### config.mk
export PLATFORM = sky130hd
export DESIGN_NAME = sync_fifo_param
export DESIGN_NICKNAME = d
export VERILOG_FILES = /design/src/rtl/sync_fifo_param.sv
export SDC_FILE = /design/constraint.sdc
export NUM_CORES = 1
export LEC_CHECK = 0
export ABC_AREA = 1
export ABC_CLOCK_PERIOD_IN_PS = 3860
export CAP_MARGIN = 20
export CELL_PAD_IN_SITES_DETAIL_PLACEMENT = 1
export CELL_PAD_IN_SITES_GLOBAL_PLACEMENT = 2
export CORE_MARGIN = 1
export CORE_UTILIZATION = 35
export CTS_CLUSTER_DIAMETER = 100
export DETAILED_ROUTE_END_ITERATION = 10
export PLACE_DENSITY_LB_ADDON = 0.05
export SLEW_MARGIN = 20
export SYNTH_ARGS = -nofsm -noshare
export SYNTH_HDL_FRONTEND = slang
export SYNTH_SLANG_ARGS = --single-unit
### constraint.sdc
create_clock -name clock -period 3.86 [get_ports clock]
set_clock_uncertainty 0.1 [all_clocks]
set_input_delay 1.158 -clock clock [delete_from_list [all_inputs] [get_ports clock]]
set_output_delay 1.158 -clock clock [all_outputs]
set_load 0.03 [all_outputs]
### src/rtl/sync_fifo_param.sv
// Single-clock parameterised FIFO with registered status flags,
// optional first-word-fall-through output and over/underflow pulses.
module sync_fifo_param #(
  parameter int WIDTH    = 8,
  parameter int DEPTH    = 16,
  parameter int AF_LEVEL = DEPTH - 2,
  parameter int AE_LEVEL = 2,
  parameter int FWFT     = 0
) (
  input  logic                   clock,
  input  logic                   reset,
  input  logic [WIDTH-1:0]       DATA_IN,
  input  logic                   write,
  input  logic                   read,
  input  logic                   flush,
  output logic [WIDTH-1:0]       DATA_OUT,
  output logic                   empty,
  output logic                   full,
  output logic                   almost_full,
  output logic                   almost_empty,
  output logic [$clog2(DEPTH):0] count,
  output logic                   overflow,
  output logic                   underflow
);

  localparam int AW = $clog2(DEPTH);
  localparam int CW = AW + 1;
  localparam logic [CW-1:0] FULL_C = CW'(DEPTH);
  localparam logic [CW-1:0] AF_C   = CW'(AF_LEVEL);
  localparam logic [CW-1:0] AE_C   = CW'(AE_LEVEL);

  logic [WIDTH-1:0] mem [DEPTH];
  logic [AW-1:0]    wr_ptr;
  logic [AW-1:0]    rd_ptr;
  logic             rd_acc;
  logic             wr_acc;
  logic [CW-1:0]    count_nx;

  // A write into a full FIFO is allowed only if a read frees a slot
  always_comb begin
    rd_acc   = read && !empty;
    wr_acc   = write && (!full || rd_acc);
    count_nx = count;
    if (wr_acc && !rd_acc)
      count_nx = count + CW'(1);
    else if (rd_acc && !wr_acc)
      count_nx = count - CW'(1);
  end

  always_ff @(posedge clock) begin
    if (reset && wr_acc && !flush)
      mem[wr_ptr] <= DATA_IN;
  end

  always_ff @(posedge clock or negedge reset) begin
    if (!reset) begin
      wr_ptr       <= '0;
      rd_ptr       <= '0;
      count        <= '0;
      empty        <= 1'b1;
      full         <= 1'b0;
      almost_full  <= 1'b0;
      almost_empty <= 1'b1;
      overflow     <= 1'b0;
      underflow    <= 1'b0;
    end else if (flush) begin
      wr_ptr       <= '0;
      rd_ptr       <= '0;
      count        <= '0;
      empty        <= 1'b1;
      full         <= 1'b0;
      almost_full  <= (AF_C == '0);
      almost_empty <= 1'b1;
      overflow     <= 1'b0;
      underflow    <= 1'b0;
    end else begin
      if (wr_acc)
        wr_ptr <= wr_ptr + AW'(1);
      if (rd_acc)
        rd_ptr <= rd_ptr + AW'(1);
      count        <= count_nx;
      empty        <= (count_nx == '0);
      full         <= (count_nx == FULL_C);
      almost_full  <= (count_nx >= AF_C);
      almost_empty <= (count_nx <= AE_C);
      overflow     <= write && !wr_acc;
      underflow    <= read && !rd_acc;
    end
  end

  generate
    if (FWFT != 0) begin : g_fwft
      assign DATA_OUT = empty ? '0 : mem[rd_ptr];
    end else begin : g_reg
      logic [WIDTH-1:0] dout_q;
      always_ff @(posedge clock or negedge reset) begin
        if (!reset)
          dout_q <= '0;
        else if (flush)
          dout_q <= '0;
        else if (rd_acc)
          dout_q <= mem[rd_ptr];
      end
      assign DATA_OUT = dout_q;
    end
  endgenerate

endmodule
=== Word level (Yosys, flattened, before mapping) ===
Memories as Yosys holds them, arrays and structs flattened.
Cells that the tools add are included.

* Register bits: 27
* Bits in latches: 0
* Bits in writable memories: 128
* ROM bits: 0
* Bits of input ports: 13
* Output and inout port bits: 19
* Memories: 1

* Add/subtract/negate cells: 4
* Multiply operators: 0
* Divide/modulo/power cells: 0
* $lt $le $gt $ge: 2
* Equality and inequality tests: 1
* Shift-type cells: 0
* Multiplexer cells: 17
* Bitwise gates (word level): 0
* Reduce and logical (&&, ||, !) cells: 17

{| class="wikitable"
|+ Memories
! memory !! words !! width !! read ports !! clocked after Yosys merged registers in !! write ports !! RTL line !! text
|-
| mem || 16 || 8 || 1 || 0 || 1 || 32 || <nowiki>logic [WIDTH-1:0] mem [DEPTH];</nowiki>
|}

{| class="wikitable"
|+ Operator list
! kind !! number
|-
| 2-to-1 mux 4 bit || 4
|-
| 2-to-1 mux 8 bit || 2
|-
| 2-to-1 mux 5 bit || 3
|-
| adder 4 x 1 -> 4 bit (second input constant) || 2
|-
| logical AND 1 bit || 8
|-
| 2-to-1 mux 1 bit || 8
|-
| adder 5 x 1 -> 5 bit (second input constant) || 1
|-
| equality test 5 bit (second input constant) || 1
|-
| greater-or-equal comparator 5 x 4 -> 1 bit (second input constant) || 1
|-
| <= comparator 5 x 2 -> 1 bit (second input constant) || 1
|-
| logical NOT 1 bit || 5
|-
| logical NOT 5 bit || 1
|-
| subtractor 5 x 1 -> 5 bit (second input constant) || 1
|-
| nonzero test 2 bit || 2
|-
| logical OR 1 bit || 1
|}

=== Depth between registers and ports, before layout ===
Gate-level depths: netlist (run 1).

* Depth after elaboration: 10
* Mapped depth: 11
* Gate-level depth less buffers: 11

=== Least setup slack after synthesis (run 1) ===
No wires, ideal clock.

* Path type: input to register
* From: input read
* To: memory mem[0][0], enable pin
* Setup time: 0.370 ns
* Arrival: 2.157 ns
* Required time: 3.390 ns
* Setup slack: 1.233 ns
* Stages on the path: 6
* Buffers on the path: 0
* Path through: nand2_4 -> nand2_2 -> nand2_2 -> nor3b_4 -> nand2_2 -> nor2_1

* Cells in the longest elaborated chain, start to end: 7

{| class="wikitable"
|+ Ends and longest elaborated chain
! what !! RTL line !! text
|-
| start: declaration || 14 || <nowiki>input logic read,</nowiki>
|-
| logical AND 1 bit || 41 || <nowiki>rd_acc = read && !empty;</nowiki>
|-
| logical OR 1 bit || 42 || <nowiki>wr_acc = write && (!full || rd_acc);</nowiki>
|-
| logical AND 1 bit || 42 ||
|-
| logical AND 1 bit (2 in a row) || 51 || <nowiki>if (reset && wr_acc && !flush)</nowiki>
|-
| 2-to-1 mux 1 bit || 51 ||
|-
| 2-to-1 mux 1 bit (not written as such) || 52 || <nowiki>mem[wr_ptr] <= DATA_IN;</nowiki>
|-
| end: declaration || 32 ||
|}

No other way between the ends.

=== Worst setup path in the final report (run 1) ===
* From: input read
* To: memory mem[4][0], enable pin

Same word-level chain as after synthesis.

==> results by group, run 1 <==
Clock network
  • # hold bufs at CTS: 0
  • CTS buffer count: 17
  • CTS tree: built
  • Longest Clk Path Bufs: 2
  • Clk sinks: 155
  • Clk root buf: clkbuf_16
  • CTS resizes: 0
  • Clock Latency Late Sink: 420 ps
  • Post-CTS Setup Bufs: 0
  • Reg clk slew, reported paths: 60 ps
  • H-Tree Depth: 4

Logic synthesis
  • Syn Std Cell Area: 0.00658 mm^2
  • Cells taking the most area after synthesis: edfxtp_1 (58%), dfrtp_1 (9.5%), nor2_1 (7.5%), nand2_1 (4.2%), o21ai_0 (2.9%)
  • Synth Instances: 585
  • Yosys reg bits: 155
  • Top cell type's share of synthesized area: 0.584
  • Syn avg cell area: 11.2 um^2
  • Syn Nets: 605
  • Dominant cell type by area after synthesis: edfxtp_1
  • Synth warn: 0
  • Sequential fraction of the synthesis area: 0.687
  • Distinct cells, synth: 30

Floorplanning
  • Row count: 49
  • Core box area: 0.0182 mm^2
  • Ports: 32
  • Initial core utilization: 0.361
  • Die Wd: 139 um
  • Die area: 0.0193 mm^2
  • Chip height: 139 um

Global route
  • Pin count of the biggest net entering global routing: 75
  • Initial antenna violation count: 0
  • Total GRT Usage: 0.195
  • Global-route wire length before repair: 27700 um
  • GRT overflow: 0
  • Number of global-route vias before repair: 4574

Hold path
  • Hold WC Path Type: reg2reg
  • Hold Startpoint: DATA_OUT[6]
  • Hold depth: 2

Cells and area
  • Diode count: 0
  • Util after Layout: 0.423
  • Fill count: 1954
  • Area growth syn-to-layout: 17.0%
  • Non-filler instance count after layout: 868
  • Fraction of layout cells with a size suffix above 1: 0.108
  • Nets: 646

Power
  • IR drop worst, VDD: 363 uV
  • Pleak: 0.00283 uW
  • Power per Cell Area: 512 mW/mm^2

Placed design
  • # port buffers: 31
  • Placed cell count: 836
  • Post-DP HPWL: 11400 um
  • Gpl congestion: 0.766

Setup path
  • Worst setup path start: read
  • Max Fanout on Critical Path: 8
  • Required @ worst endpoint: 3810 ps
  • Worst EP arrival: 3040 ps
  • Worst setup SP type: primary input
  • Crit path kind: in2reg
  • Reg2reg path depth: 7
  • CP Capture Type: flip-flop
  • Worst r2r src: empty

Drt
  • Drt drc: 0
  • Detailed Routing Iterations Pass 1: 6
  • Vias per inst: 4.96
  • Final WL: 17400 um
  • ANT nets after route: 0
  • Total vias in the final route: 4301
  • Wire per inst: 20.1 um
  • DR iter-0 viols: 163

Timing
  • Final Max Slew Viols: 0
  • Slew HR: 0.316
  • Crit share post-route: 0.802
  • Worst Max-Slew Pin Slew: 1030 ps
  • RSZ-0062 raised after global routing: no
  • Final setup fails: 0
  • Final hold vios: 0
  • Setup TNS: 0 ps
  • Max frequency: 323 MHz
  • Min Tclk post-route: 3090 ps

Flow run
  • Max cap viols: 0

Status
  • Outcome: finished, final reports clean
metal layers:
metal,wire length [um],track usage,vias up
met5,0,0,-
met2,8050,0.300,90
met1,8350,0.277,2096
met4,189,0.0602,0
met3,848,0.0390,8
li1,-,-,2107
critical path: stages:
cell and delay [ps]:
clkdlybuf4s50_1 520, nand2_4 110, nand2_2 100, nand2_2 90, nor3b_4 350, nand2_2 170
nor2_1 530
worst paths after layout:
kind | to | slack, ps
setup / recovery | mem[4][0] | 770
hold / removal | DATA_OUT[6] | 390
setup reg to reg | mem[4][0] | 1580
hold reg to reg | DATA_OUT[6] | 390
max in group asynchronous | almost_empty | 2180
min in group asynchronous | DATA_OUT[0] | 1140
metrics by stage:
stage / area [um^2] / hold WS (ps) / power (uW) / setup WS, ps
floorplan: 6580 / 451 / 2220 / 1230
global placement: 7130 / 367 / 2390 / 401
detailed placement: 7130 / 369 / 2390 / 297
CTS: 7700 / 390 / 4000 / 747
global route: 7700 / 412 / 4110 / 662
finish: 7700 / 387 / 3940 / 765
flip-flops by register name, indices dropped and copies added (netlist names):
name,count
rd_ptr,4
overflow,1
full,1
almost_empty,1
wr_ptr,4
count,5
almost_full,1
mem,128
underflow,1
DATA_OUT,8
empty,1
cell usage in the layout, fill, tap and decap left out, drive strengths merged, types with 14 or more instances in the layout:
cell type      synthesis  routed
dfrtp                 25      25
clkbuf                 4      21
buf                   24      19
edfxtp               128     128
nand2                 83      83
inv                   27      28
o211ai                17      17
a21oi                 14      14
nand3                 37      37
o21ai                 73      73
nor2                 133     133
clkdlybuf4s50          0      31
logic make-up (layout without fill, tap and decap cells):
kind of cell	after synthesis	after routing	synth area share
buffers and inverters	56	110	0.0441
DFF	155	155	0.687
adders and majority gates	7	7	0.0133
AOI/OAI and AO/OA	104	104	0.0856
and+or+nand+nor	261	261	0.167
xor gates and xnor gates	2	2	0.00266
where the power goes:
| group | switching, uW | total [uW] | internal (uW) |
|---|---|---|---|
| registers | 31.1 | 1880 | 1850 |
| logic | 314 | 464 | 151 |
| clock network | 662 | 1600 | 936 |
synth_stat cells:
cell / n
nor2_1: 132
edfxtp_1: 128
nand2_1: 74
o21ai_0: 38
nand3_1: 36
o21ai_1: 35
dfrtp_1: 25
inv_1: 22
o211ai_1: 17
buf_2: 15
a21oi_1: 14
nand2_2: 8
ha_1: 7
buf_6: 5
inv_2: 5
nand4_1: 4
buf_4: 3
clkbuf_1: 3
dfstp_2: 2
nor3_1: 2
buf_8: 1
clkbuf_2: 1
clkinv_1: 1
nand2_4: 1
nand3_4: 1
nor2_2: 1
nor3b_4: 1
or2_1: 1
xnor2_1: 1
xor2_1: 1
area by class of cell:
type	instances	area [um^2]	area share
clock buffers	21	470	0.0611
clock inverters	11	95.1	0.0123
inverters	28	105	0.0136
multi-input cells	374	1770	0.229
flip-flops and latches	155	4520	0.587
well taps	229	287	0.0372
repair buffers	50	453	0.0588
(Power assumes the default switching activity.)
==> run 2, diff against run 1 <==
- ABC_CLOCK_PERIOD_IN_PS: 3860 -> 2700
- clock period: 3.86 -> 2.7 ns (I/O delays scaled with it)
==> results by group, run 2 (synthesized netlist as in run 1, its figures left out) <==
Setup path
  • Worst EP arrival: 1660 ps
  • Required @ worst endpoint: 1790 ps
  • Critical path buffers and inverters: 1
  • Worst setup path start: count[2]
  • Max incr delay on CP: 730 ps
  • Crit path cell chain: clkdlybuf4s50_1
  • CP Capture Type: output port
  • Crit path kind: reg2out
  • Worst setup SP type: flip-flop
  • Worst r2r src: rd_ptr[0]
  • Critical-path top delay cell: clkdlybuf4s50_1
  • Max Fanout on Critical Path: 8
  • Kind of cell adding the most delay to the critical path: buffers and inverters

Cells and area
  • Most common cell after layout, fill and taps aside: nor2_1
  • Nets: 664
  • Largest register by flop count: mem
  • Non-filler instance count after layout: 886
  • Multi-input logic area: 0.00177 mm^2
  • Area growth syn-to-layout: 19.3%
  • Fin area: 0.00785 mm^2
  • Fill count: 1986
  • FF+latch area: 0.00452 mm^2
  • Fraction of layout cells with a size suffix above 1: 0.131
  • Diode count: 0
  • Util after Layout: 0.431
  • Commonest cells after routing, fill and taps aside: nor2_1 (132), edfxtp_1 (128), nand2_1 (74)
  • Largest register FFs: 128

Flow run
  • Max cap viols: 0

Status
  • Outcome: finished, final reports clean

Drt
  • DR iter-0 viols: 280
  • Drt drc: 0
  • Total vias in the final route: 4446
  • Final WL: 18100 um
  • ANT nets after route: 0
  • Wire per inst: 20.4 um
  • Vias per inst: 5.02
  • Detailed Routing Iterations Pass 1: 7

Clock network
  • H-Tree Depth: 4
  • Clk root buf: clkbuf_16
  • CTS resizes: 0
  • Reg clk slew, reported paths: 60 ps
  • Post-CTS Setup Bufs: 0
  • Clk sinks: 155
  • # hold bufs at CTS: 0
  • Longest Clk Path Bufs: 2
  • CTS tree: built
  • Clock Latency Late Sink: 420 ps
  • CTS buffer count: 17

Floorplanning
  • Row count: 49
  • Ports: 32
  • Core box area: 0.0182 mm^2
  • Die Wd: 139 um
  • Die area: 0.0193 mm^2
  • Initial core utilization: 0.361
  • Chip height: 139 um

Hold path
  • Hold WC Path Type: reg2reg
  • Hold Startpoint: DATA_OUT[6]

Timing
  • Slew HR: 0.590
  • Min Tclk post-route: 2570 ps
  • Final hold vios: 0
  • RSZ-0062 raised after global routing: no
  • Final setup fails: 0
  • Crit share post-route: 0.954
  • Worst Max-Slew Pin Slew: 613 ps
  • Max frequency: 388 MHz
  • Final WS setup: 125 ps
  • Final Max Slew Viols: 0

Global route
  • GRT overflow: 0
  • Pin count of the biggest net entering global routing: 75
  • Number of global-route vias before repair: 4635
  • Total GRT Usage: 0.200
  • Initial antenna violation count: 0
  • Global-route wire length before repair: 28100 um

Power
  • Power per Cell Area: 719 mW/mm^2
  • IR drop worst, VDD: 461 uV
  • Pleak: 0.00291 uW

Placed design
  • Setup Slack @ Placement: -53.1 ps
  • Gpl congestion: 0.764
  • Post-DP HPWL: 12300 um
  • Placed cell count: 854
  • # port buffers: 31
  • Placed instance area: 0.00729 mm^2
## run 2: cell type report
type,count,share of cell area
well taps,229,0.0365
clock buffers,19,0.0552
multi-input cells,374,0.225
clock inverters,13,0.0151
repair buffers,68,0.0781
flip-flops and latches,155,0.576
inverters,28,0.0134
## run 2: stage by stage
stage	total power, uW	hold slack, ps	TNS [ps]
6_report	5650	383	0
2_1_floorplan	3170	414	0
4_1_cts	5700	390	0
5_1_grt	5850	421	0
3_5_place_dp	3450	368	-1690
3_3_place_gp	3440	367	-373
## run 2: per-layer routing
| layer | GRT usage | share of wire |
|---|---|---|
| met4 | 0.0626 | 0.016 |
| met2 | 0.313 | 0.46 |
| met5 | 0 | 0 |
| met3 | 0.0411 | 0.036 |
| met1 | 0.278 | 0.49 |
## run 2: path summary, 6_finish.rpt
kind                            cells past startpoint            to  slack (ps)
max in group asynchronous                           2  almost_empty        1330
worst min register to register                      2   DATA_OUT[6]         380
min in group asynchronous                           2   DATA_OUT[4]         840
worst max register to register                      8   DATA_OUT[4]         780
worst max-delay path                                1      count[2]         130
worst min-delay path                                2   DATA_OUT[6]         380
## run 2: report_power, final
part / leakage (uW) / switching, uW / internal [uW]
Sequential: 0.00151 / 43.0 / 2650
Combinational: 0.00114 / 468 / 235
Clock: 0.000255 / 980 / 1270
Total: 0.00291 / 1490 / 4150
